$ cat config.mk
export PLATFORM = sky130hd
export DESIGN_NAME = if_fetch_stage
export DESIGN_NICKNAME = d
export VERILOG_FILES = /design/src/rtl/if_fetch_stage.sv
export SDC_FILE = /design/constraint.sdc
export NUM_CORES = 1
export LEC_CHECK = 0
export ABC_AREA = 1
export ABC_CLOCK_PERIOD_IN_PS = 1900
export CAP_MARGIN = 0
export CORE_MARGIN = 1.5
export CORE_UTILIZATION = 30
export CTS_BUF_LIST = sky130_fd_sc_hd__clkbuf_8
export DETAILED_ROUTE_END_ITERATION = 16
export HOLD_SLACK_MARGIN = 0.05
export PLACE_DENSITY_LB_ADDON = 0.12
export SKIP_LAST_GASP = 1
export SLEW_MARGIN = 20
export SYNTH_ARGS = -nofsm -noshare
export SYNTH_HDL_FRONTEND = slang
export SYNTH_SLANG_ARGS = --single-unit
$ cat constraint.sdc
create_clock -name clk -period 1.9 [get_ports clk]
set_input_delay 0.38 -clock clk [delete_from_list [all_inputs] [get_ports clk]]
set_output_delay 0.38 -clock clk [all_outputs]
set_load 0.005 [all_outputs]
$ cat src/rtl/if_fetch_stage.sv
// Instruction-fetch stage: owns the fetch PC, runs the instruction SRAM
// req/addr_ok/data_ok handshake with at most one request in flight, and
// hands {pc, inst} plus write-enable and bubble requests to the IF/ID register.
module if_fetch_stage #(
    parameter logic [31:0] RESET_PC = 32'h1c000000,
    parameter logic [31:0] PRE_PC   = 32'h1bfffffc
) (
    input  logic        clk,
    input  logic        rst,
    input  logic        id_allowin,
    input  logic        br_taken,
    input  logic [31:0] br_target,
    input  logic        ex_flush,
    input  logic [31:0] ex_target,
    output logic        inst_sram_req,
    output logic [31:0] inst_sram_addr,
    input  logic        inst_sram_addr_ok,
    input  logic        inst_sram_data_ok,
    input  logic [31:0] inst_sram_rdata,
    output logic [31:0] if_pc,
    output logic [31:0] if_inst,
    output logic        if_valid,
    output logic        if_fresh
);

    typedef enum logic [1:0] {
        S_REQ    = 2'd0,
        S_WAIT   = 2'd1,
        S_HOLD   = 2'd2,
        S_CANCEL = 2'd3
    } state_t;

    state_t      r_state;
    logic        r_first;
    logic [31:0] r_fetch_pc;
    logic [31:0] r_req_pc;
    logic [31:0] r_hold_inst;
    logic [31:0] r_cancel_target;

    logic        w_redirect;
    logic [31:0] w_target_raw;
    logic [31:0] w_target;
    logic [31:0] w_req_addr;
    logic [31:0] w_seq_pc;
    logic        w_present;

    // Exception redirect outranks a branch; targets are forced word aligned.
    assign w_redirect   = ex_flush | br_taken;
    assign w_target_raw = ex_flush ? ex_target : br_target;
    assign w_target     = w_target_raw & ~32'h3;

    // Until the first request is issued the fetch PC still holds PRE_PC,
    // so the very first request goes out at RESET_PC instead.
    assign w_req_addr   = r_first ? RESET_PC : r_fetch_pc;
    assign w_seq_pc     = r_req_pc + 32'd4;

    assign inst_sram_req  = rst && (r_state == S_REQ);
    assign inst_sram_addr = w_req_addr;

    // A word is offered either straight from the SRAM (zero-latency path) or from the hold buffer.
    assign w_present = ((r_state == S_WAIT) && inst_sram_data_ok && id_allowin) ||
                       (r_state == S_HOLD);
    assign if_valid  = rst && w_present && !w_redirect;
    assign if_fresh  = rst && w_redirect;
    assign if_pc     = r_req_pc;

    // Select the instruction word shown to IF/ID: buffered word in HOLD, live SRAM data otherwise.
    always_comb begin
        if_inst = 32'h0;
        if (r_state == S_HOLD) begin
            if_inst = r_hold_inst;
        end else if ((r_state == S_WAIT) && inst_sram_data_ok) begin
            if_inst = inst_sram_rdata;
        end
    end

    // Fetch control FSM: request, wait for data, hold for IF/ID, or drain a cancelled request.
    always_ff @(posedge clk or negedge rst) begin
        if (!rst) begin
            r_state         <= S_REQ;
            r_first         <= 1'b1;
            r_fetch_pc      <= PRE_PC;
            r_req_pc        <= PRE_PC;
            r_hold_inst     <= 32'h0;
            r_cancel_target <= 32'h0;
        end else begin
            case (r_state)
                S_REQ: begin
                    if (w_redirect) begin
                        r_first <= 1'b0;
                        if (inst_sram_addr_ok) begin
                            r_cancel_target <= w_target;
                            r_state         <= S_CANCEL;
                        end else begin
                            r_fetch_pc <= w_target;
                        end
                    end else if (inst_sram_addr_ok) begin
                        r_first  <= 1'b0;
                        r_req_pc <= w_req_addr;
                        r_state  <= S_WAIT;
                    end
                end
                S_WAIT: begin
                    if (w_redirect) begin
                        if (inst_sram_data_ok) begin
                            r_fetch_pc <= w_target;
                            r_state    <= S_REQ;
                        end else begin
                            r_cancel_target <= w_target;
                            r_state         <= S_CANCEL;
                        end
                    end else if (inst_sram_data_ok) begin
                        if (id_allowin) begin
                            r_fetch_pc <= w_seq_pc;
                            r_state    <= S_REQ;
                        end else begin
                            r_hold_inst <= inst_sram_rdata;
                            r_state     <= S_HOLD;
                        end
                    end
                end
                S_HOLD: begin
                    if (w_redirect) begin
                        r_fetch_pc <= w_target;
                        r_state    <= S_REQ;
                    end else if (id_allowin) begin
                        r_fetch_pc <= w_seq_pc;
                        r_state    <= S_REQ;
                    end
                end
                S_CANCEL: begin
                    if (w_redirect) begin
                        r_cancel_target <= w_target;
                    end
                    if (inst_sram_data_ok) begin
                        r_fetch_pc <= w_redirect ? w_target : r_cancel_target;
                        r_state    <= S_REQ;
                    end
                end
                default: begin
                    r_state <= S_REQ;
                end
            endcase
        end
    end

endmodule
==> summary.txt, run 1 <==
Status
  – Outcome: finished with violations
  – Failing checks: negative setup slack

Pwr
  – Clock share of power: 0.126
  – P_leak: 6.647 nW
  – Combinational Power Share: 0.623
  – Cell Pwr Density: 1521 nW/um2
  – Peak supply drop: 0.7544 mV
  – Cell Int Power: 12.64 mW
  – Sw Pwr: 8.701 mW
  – Switch share: 0.4077
  – Sequential share of power: 0.251

Worst setup path
  – Reg-to-Reg Start: r_state[0]$_DFFE_PN0P_
  – Worst Path Class, Setup: reg2out
  – CP max FO: 17
  – Worst reg-to-reg path cell count: 12
  – Crit path cell chain: buf_12 > nor2_1 > clkdlybuf4s50_1
  – Highest-delay cell along the critical path: dfstp_2
  – Family with the most delay on the worst path: buffers and inverters
  – CP startpoint: r_first$_DFFE_PN1P_
  – R2R setup slack: -210 ps
  – CP Buf/Inv Count: 2
  – CP Capture Type: primary output
  – WP data arrival: 1760 ps
  – Worst reg2reg path endpoint: r_fetch_pc[28]$_DFFE_PN1P_
  – Max incr delay on CP: 580 ps
  – Startpoint class of the critical path: flip-flop
  – WP data required: 1520 ps

Global route
  – Pin count of the biggest net entering global routing: 64
  – Vias in the first global route: 9,150
  – Grt ovf: 0
  – First-pass GRT wire length: 50.17 mm
  – Initial antenna violation count: 2
  – Total GRT Usage: 0.2257

Logic synthesis
  – Top_reg_cell synth: dfrtp_1
  – Simple-gate share of the synthesized area: 0.3242
  – Synth Area in Compound Gates: 0.1291
  – Proportion of synthesized area in mux cells: 0.05263
  – Synth Register Bits: 131
  – Syn_nets: 1,346
  – Cell area after synthesis: 8344 um2
  – Cell variety after synth: 38
  – Xor/xnor share of the synthesized area: 0.003149
  – Post-synthesis async set-or-reset flop share: 1.000
  – Cells after Synth: 1,238
  – Ys Warns: 0
  – Number of flops mapped to enable cells by yosys: 0
  – Largest family of logic cells by synthesized area: simple AND/OR/NAND/NOR gates
  – Syn avg cell area: 6.740 um2
  – Synth Area in Adders: 0.007497
  – Sequential cell area fraction in the yosys report: 0.4008

Die
  – Num rows: 60
  – Die height: 169.8 um
  – Die Footprint: 28,820 um2
  – Core Box Area: 27,100 um2
  – Starting Density: 0.3079
  – I/O Pins: 202
  – Die X: 169.8 um

STA
  – Final setup viols: 123
  – Max frequency: 467.1 MHz
  – Final setup TNS: -17,120 ps
  – RSZ-0062 raised after global routing: true
  – Slew HR: 0.4259
  – Final WS setup: -240.9 ps
  – Fin. max-slew vios: 0
  – Final hold violations: 0
  – Worst Clk Skew: 16.30 ps
  – Final period utilization: 1.127
  – Tmin final: 2141 ps
  – Worst-margin pin slew: 861.1 ps

Clock network
  – Root Buffer: clkbuf_8
  – Total CTS buffers: 17
  – TritonCTS clock tree: built
  – # clock sinks: 131
  – H-tree Lvls: 4
  – Max Buffers Root-to-Sink: 2
  – Worst skew pair latency: 450 ps
  – Clock slew at reported path FFs: 80 ps

Place
  – Placer Congestion: 0.8651
  – Dpl ws: -473.9 ps
  – Placed insts: 1,894
  – DP Wirelength: 22.04 mm
  – Port Buffers: 197
  – Dpl cell area: 11,850 um2

Finish
  – Finished layout cell area: 14,030 um2
  – Multi-input logic area: 5157 um2
  – FF/Latch Area: 3346 um2
  – Fillers: 2,657
  – Layout area overhead: 68.14%
  – Ratio of cells with drive above 1 in the final layout: 0.3421
  – Final nets: 1,729
  – Final cell count without fillers: 2,007
  – Final core utilization: 0.5177

Flow run
  – Max_cap viols: 0

Drt
  – Mean number of vias per cell: 4.665
  – Routed length per placed instance: 16.22 um
  – DR vias: 9,363
  – Initial DRC count: 577
  – DRT antenna net count: 0
  – DRC: 0
  – DR pass1 iterations: 5
  – Post-Route WL: 32.55 mm

Hold path
  – Hold crit path type: in2async
==> layout make-up <==
class,instances,area share
multi-input combinational,939,0.3676
clock inverter,14,0.01347
timing repair buffer,430,0.3011
inverter,102,0.02836
tap,372,0.03318
clock buffer,18,0.01766
sequential,131,0.2385
antenna,1,0.0001784
==> power groups by stage <==
stage | registers (mW) | clock network (mW) | logic, mW
final | 5.37 | 2.69 | 13.3
after global routing | 5.53 | 2.88 | 14.5
after CTS | 5.32 | 2.77 | 12.3
after detailed placement | 5.48 | 0 | 9.85
after global placement | 5.43 | 0 | 9.77
after floorplan | 5.31 | 0 | 5.09
==> cells in the final DEF (no fill, tap or decap), drive strengths merged, types with 4 or more instances in the layout <==
master / Yosys / final
bufinv: 0 / 4
clkinv: 1 / 4
dfstp: 53 / 53
nand2: 514 / 514
nand3: 34 / 34
dfrtp: 78 / 78
inv: 101 / 104
nor2: 137 / 137
a21oi: 41 / 41
mux2: 39 / 39
nor3: 4 / 4
buf: 32 / 276
a31oi: 49 / 49
dlygate4sd2: 0 / 20
clkdlybuf4s50: 0 / 120
ha: 5 / 5
clkbuf: 34 / 21
o21ai: 92 / 92
clkinvlp: 0 / 4
dlymetal6s2s: 0 / 6
or2: 7 / 7
==> repair_timing <==
action	in CTS	in global routing
pin swaps	28	40
buffers inserted	57	12
cloned	11	3
resized for setup	407	119
hold buffers	1	0
endpoints found under the setup margin	162	164
endpoints found under the hold margin	20	0
==> logic make-up after synthesis <==
| logic type | after synthesis |
|---|---|
| AOI/OAI and AO/OA | 194 |
| xor gates and xnor gates | 3 |
| adders and majority gates | 5 |
| buffers and inverters | 168 |
| DFF | 131 |
| muxes | 39 |
| and+or+nand+nor | 698 |
==> worst max path at each step <==
stage	end	slack, ps	cells past startpoint
floorplan	r_cancel_target[10]$_DFFE_PN0P_	100	10
global placement	if_valid	-440	6
detailed placement	r_fetch_pc[15]$_DFFE_PN1P_	-470	11
CTS	inst_sram_addr[5]	-290	3
global route	if_inst[9]	-330	7
finish	inst_sram_addr[3]	-240	3
==> Yosys cell counts (2+ instances only) <==
cell	instances	area share
a21boi_0	3	0.0027
a21oi_1	41	0.025
a31oi_1	49	0.037
buf_1	4	0.0018
buf_2	21	0.013
buf_4	6	0.0054
clkbuf_1	34	0.015
dfrtp_1	78	0.23
dfstp_2	53	0.17
ha_1	5	0.0075
inv_1	99	0.045
mux2_1	2	0.0027
mux2_2	37	0.050
nand2_1	514	0.23
nand3_1	34	0.020
nor2_1	135	0.061
nor3_1	3	0.0018
o211ai_1	2	0.0018
o21ai_0	91	0.055
or2_2	7	0.0052
xor2_1	3	0.0031
==> layer usage <==
layer  GRT usage  up-vias  part of all wire
met3     0.04081       21             0.052
met2      0.3762      242              0.48
li1            -     4709                 -
met4     0.04579        0            0.0072
met1      0.3055     4391              0.46
met5           0        -                 0
==> through the flow <==
stage | hold slack, ps | power (mW)
2_1_floorplan | 84.41 | 10.40
3_3_place_gp | 406.7 | 15.20
3_5_place_dp | 407.9 | 15.33
4_1_cts | 86.82 | 20.40
5_1_grt | 110.1 | 22.86
6_report | 78.17 | 21.34
==> registers in the layout (all words and copies together) (netlist names) <==
name,cells
if_pc,32
r_cancel_target,32
r_fetch_pc,32
r_first,1
r_hold_inst,32
r_state,2
No activity file was read; power rests on OpenSTA's default activity.
==> run 2, diff against run 1 <==
ABC_CLOCK_PERIOD_IN_PS = 2500   (was 1900)
clock period = 2.5 ns   (was 1.9 ns; I/O delays follow)
==> summary.txt, run 2 (synthesis gave the netlist of run 1 again) <==
STA
  – Tmin final: 2464 ps
  – RSZ-0062 raised after global routing: true
  – Worst Clk Skew: 22.93 ps
  – Final WS setup: 35.69 ps
  – Final setup viols: 0
  – Final period utilization: 0.9857
  – Slew HR: 0.5200
  – Fin. max-slew vios: 0
  – Worst-margin pin slew: 720.0 ps
  – Max frequency: 405.8 MHz
  – Final hold violations: 0

Clock network
  – H-tree Lvls: 4
  – Root Buffer: clkbuf_8
  – # clock sinks: 131
  – Total CTS buffers: 17
  – TritonCTS clock tree: built
  – Max Buffers Root-to-Sink: 2
  – Clock slew at reported path FFs: 90 ps
  – Worst skew pair latency: 450 ps

Pwr
  – Sw Pwr: 5.376 mW
  – P_leak: 5.312 nW
  – Cell Pwr Density: 1131 nW/um2
  – Clock share of power: 0.153
  – Sequential share of power: 0.322
  – Peak supply drop: 0.6243 mV
  – Cell Int Power: 7.586 mW
  – Switch share: 0.4147
  – Combinational Power Share: 0.525

Worst setup path
  – Worst Path Class, Setup: reg2out
  – CP Capture Type: primary output
  – Highest-delay cell along the critical path: clkdlybuf4s50_1
  – Startpoint class of the critical path: flip-flop
  – CP max FO: 10
  – WP data required: 2000 ps
  – CP startpoint: r_first$_DFFE_PN1P_
  – Worst reg2reg path endpoint: r_fetch_pc[26]$_DFFE_PN0P_
  – Max incr delay on CP: 550 ps
  – Reg-to-Reg Start: if_pc[3]$_DFFE_PN1P_
  – Worst reg-to-reg path cell count: 12
  – Crit path cell chain: buf_4 > nor2_1 > clkdlybuf4s50_1
  – R2R setup slack: 220 ps
  – WP data arrival: 1960 ps
  – Crit path to: inst_sram_addr[19]

Drt
  – Initial DRC count: 474
  – DR vias: 8,474
  – Routed length per placed instance: 15.86 um
  – Post-Route WL: 28.89 mm
  – DRT antenna net count: 0
  – DRC: 0
  – DR pass1 iterations: 5
  – Mean number of vias per cell: 4.651

Finish
  – Final core utilization: 0.4228
  – Multi-input logic area: 4368 um2
  – Commonest non-fill, non-tap cell in the layout: nand2_1
  – N_diodes: 0
  – Final nets: 1,545
  – FF/Latch Area: 3348 um2
  – Most frequent cells in the layout: 513 x nand2_1, 163 x clkdlybuf4s50_1, 128 x nor2_1
  – Fillers: 2,837
  – Layout area overhead: 37.32%
  – Ratio of cells with drive above 1 in the final layout: 0.1386

Global route
  – Initial antenna violation count: 0
  – Grt ovf: 0
  – Pin count of the biggest net entering global routing: 122
  – Total GRT Usage: 0.2052
  – Vias in the first global route: 8,323
  – First-pass GRT wire length: 45.69 mm

Status
  – Outcome: completed

Die
  – Die height: 169.8 um
  – Core Box Area: 27,100 um2
  – Die X: 169.8 um
  – Num rows: 60
  – I/O Pins: 202
  – Die Footprint: 28,820 um2
  – Starting Density: 0.3079

Hold path
  – Hold crit path type: in2async

Place
  – Dpl ws: -66.35 ps
  – DP Wirelength: 20.26 mm
  – Port Buffers: 197
  – Placer Congestion: 0.8903

Flow run
  – Max_cap viols: 0
## run 2: cell types whose count changed in the layout (fill, tap and decap cells not counted), moves of 21 or more
cell | previous run | this run
buf_2 | 44 | 0
buf_4 | 166 | 33
buf_6 | 26 | 3
clkdlybuf4s50_1 | 120 | 163
nand2_1 | 474 | 513
nand2_2 | 26 | 1
nor2_1 | 96 | 128
nor2_4 | 24 | 3
o21ai_0 | 44 | 78
## run 2: through the flow
step	setup TNS (ps)	cell area (um2)	hold WS [ps]	total power, mW	instances
after floorplan	0	8344	204.4	7.902	1238
after global placement	-115.5	10960	457.2	10.93	1784
after detailed placement	-146.9	10960	458.8	11.00	1784
after CTS	-383.9	11420	117.8	13.02	1820
after global routing	-152.0	11460	113.7	14.13	1822
final	0	11460	122.0	12.96	1822
## run 2: worst min path at each step
| stage | from | end | slack [ps] | cells past startpoint |
|---|---|---|---|---|
| 2_1_floorplan | rst | if_pc[0]$_DFFE_PN0P_ | 200 | 0 |
| 3_3_place_gp | r_fetch_pc[21]$_DFFE_PN1P_ | r_fetch_pc[21]$_DFFE_PN1P_ | 460 | 2 |
| 3_5_place_dp | r_fetch_pc[16]$_DFFE_PN1P_ | r_fetch_pc[16]$_DFFE_PN1P_ | 460 | 2 |
| 4_1_cts | rst | r_first$_DFFE_PN1P_ | 120 | 2 |
| 5_1_grt | rst | r_first$_DFFE_PN1P_ | 110 | 2 |
| 6_report | rst | r_fetch_pc[0]$_DFFE_PN0P_ | 120 | 2 |
## run 2: power by group through the flow
stage	sequential [mW]	clock, mW	combinational [mW]
2_1_floorplan	4.04	0	3.87
3_3_place_gp	4.18	0	6.74
3_5_place_dp	4.21	0	6.79
4_1_cts	4.17	2.05	6.80
5_1_grt	4.33	2.14	7.67
6_report	4.18	1.98	6.81
## run 2: worst max-delay path, delay by kind of cell, from the launching register on
| kind | cells | cell delay [ps] |
|---|---|---|
| AND/OR/NAND/NOR | 1 | 230 |
| flip-flops | 1 | 540 |
| buffers and inverters | 2 | 750 |
## run 2: area by class of cell
type / count / share of cell area
clock buffer: 19 / 0.02282
timing repair buffer: 246 / 0.2160
inverter: 102 / 0.03363
sequential: 131 / 0.2922
tap: 372 / 0.04062
multi-input combinational: 939 / 0.3812
clock inverter: 13 / 0.01354
## run 2: layer usage
| metal | wire length (um) | vias up | GRT usage |
|---|---|---|---|
| met5 | 0 | - | 0 |
| met1 | 13490 | 3908 | 0.2702 |
| met3 | 1761 | 14 | 0.05387 |
| met2 | 13400 | 211 | 0.3398 |
| li1 | - | 4341 | - |
| met4 | 244 | 0 | 0.03809 |
## run 2: timing repair
action                                  in CTS  in global routing
cloned                                       1                  0
hold buffers                                 1                  0
resized for setup                           39                 44
pin swaps                                    0                  1
endpoints found under the hold margin        9                  0
setup buffers                                2                  2
endpoints found under the setup margin      50                 40
==> run 3, diff against run 2 <==
CAP_MARGIN = 20   (was 0)
GPL_TIMING_DRIVEN = 0   (was unset)
SETUP_SLACK_MARGIN = 0.5   (was unset)
==> summary.txt, run 3 (synthesis gave the netlist of run 1 again) <==
Finish
  – Ratio of cells with drive above 1 in the final layout: 0.2398
  – Fillers: 2,824
  – Most frequent cells in the layout: 496 x nand2_1, 132 x clkdlybuf4s50_1, 108 x nor2_1
  – Finished layout cell area: 12,570 um2
  – Commonest non-fill, non-tap cell in the layout: nand2_1
  – N_diodes: 0
  – Layout area overhead: 50.62%
  – Final nets: 1,621

STA
  – Final setup viols: 0
  – Max frequency: 436.1 MHz
  – Fin. max-slew vios: 0
  – Final hold violations: 0
  – Tmin final: 2293 ps
  – Worst-margin pin slew: 720.3 ps
  – Final period utilization: 0.9172
  – Worst Clk Skew: 16.35 ps
  – RSZ-0062 raised after global routing: true
  – Slew HR: 0.5198
  – Final setup TNS: 0 ps

Pwr
  – Total chip power: 14.95 mW
  – Peak supply drop: 0.4743 mV
  – Cell Pwr Density: 1190 nW/um2
  – P_leak: 5.971 nW

Worst setup path
  – WP data arrival: 1790 ps
  – Startpoint class of the critical path: flip-flop
  – WP data required: 2000 ps
  – Worst Path Class, Setup: reg2out
  – CP max FO: 10
  – CP Capture Type: primary output

Die
  – Die height: 169.8 um
  – Die X: 169.8 um
  – Die Footprint: 28,820 um2
  – I/O Pins: 202
  – Num rows: 60
  – Starting Density: 0.3079
  – Core Box Area: 27,100 um2

Clock network
  – Root Buffer: clkbuf_8
  – TritonCTS clock tree: built
  – Total CTS buffers: 17
  – Clock slew at reported path FFs: 90 ps
  – # clock sinks: 131
  – Max Buffers Root-to-Sink: 2
  – H-tree Lvls: 4
  – Worst skew pair latency: 460 ps

Global route
  – First-pass GRT wire length: 51.43 mm
  – Initial antenna violation count: 2
  – Vias in the first global route: 9,061
  – Total GRT Usage: 0.2360
  – Grt ovf: 0
  – Pin count of the biggest net entering global routing: 46

Drt
  – DRC: 0
  – DR pass1 iterations: 5
  – DRT antenna net count: 0
  – Initial DRC count: 605
  – Mean number of vias per cell: 4.812
  – Routed length per placed instance: 17.67 um
  – Post-Route WL: 33.53 mm
  – DR vias: 9,134

Place
  – Dpl cell area: 10,810 um2
  – Placer Congestion: 0.9040
  – DP Wirelength: 24.19 mm
  – Port Buffers: 197

Hold path
  – Hold crit path type: in2async

Status
  – Outcome: completed

Flow run
  – Max_cap viols: 0
run 3: cell types whose count changed in the layout (fill, tap and decap cells not counted), sizes merged, moves of 3 or more:
cell	delta
clkdlybuf4s15	-4
dlygate4sd2	-9
inv	-4
clkbuf	+26
clkdlybuf4s50	-31
dlymetal6s2s	+15
buf	+76
bufbuf	+3
run 3: critical path, stage by stage (launching register included):
cell             delay (ps)
dfstp_2                 640
buf_8                   170
nor2_1                   80
clkdlybuf4s50_1         460
run 3: power breakdown:
part           internal, mW  switching [mW]  leakage [nW]
clock network          1.11           0.937         0.226
logic                  4.12            4.68          4.25
registers              3.46           0.632          1.50
run 3: routing by layer:
layer / wire, um / vias up / part of all wire / track usage
met3: 2100 / 53 / 0.063 / 0.05271
met5: 11 / - / 0.00033 / 0
met2: 15350 / 315 / 0.46 / 0.3785
li1: - / 4489 / - / -
met4: 1113 / 2 / 0.033 / 0.1012
met1: 14950 / 4275 / 0.45 / 0.3048
run 3: metrics by stage:
stage            util  std cells  hold slack, ps  setup WS (ps)
3_3_place_gp   0.3978       1807           454.9          -5188
3_5_place_dp   0.3990       1808           430.3         -658.0
2_1_floorplan       -       1238           204.4          580.2
5_1_grt        0.4638       1898           161.2          120.2
4_1_cts        0.4458       1879           169.2          177.8
6_report       0.4638       1898           183.7          207.1
run 3: area by class of cell:
class	count	area [um2]	share of cell area
Multi-Input combinational cell	939	4785	0.3807
Sequential cell	131	3346	0.2662
Tap cell	372	465.4	0.03703
Timing Repair Buffer	256	2482	0.1975
Inverter	102	404.1	0.03216
Buffer	66	648.1	0.05157
Clock buffer	18	247.7	0.01971
Clock inverter	14	190.2	0.01513
run 3: path summary, 6_finish.rpt:
kind | from | to | slack (ps) | cells after the start
max | r_first$_DFFE_PN1P_ | inst_sram_addr[8] | 210 | 3
max reg2reg | r_state[0]$_DFFE_PN0P_ | r_cancel_target[24]$_DFFE_PN0P_ | 340 | 11
min | rst | if_pc[26]$_DFFE_PN0P_ | 180 | 2
min in group clk | r_fetch_pc[23]$_DFFE_PN1P_ | r_fetch_pc[23]$_DFFE_PN1P_ | 470 | 2
max in group asynchronous | rst | r_cancel_target[21]$_DFFE_PN0P_ | 1580 | 3
min reg2reg | r_fetch_pc[23]$_DFFE_PN1P_ | r_fetch_pc[23]$_DFFE_PN1P_ | 470 | 2
run 3: what timing repair did:
item,4_1_cts,5_1_grt
buffers inserted,34,17
pin swaps,14,24
cloned,3,2
endpoints found under the hold margin,43,0
setup endpoints to repair,221,186
hold buffers,2,0
gates resized for setup,352,94
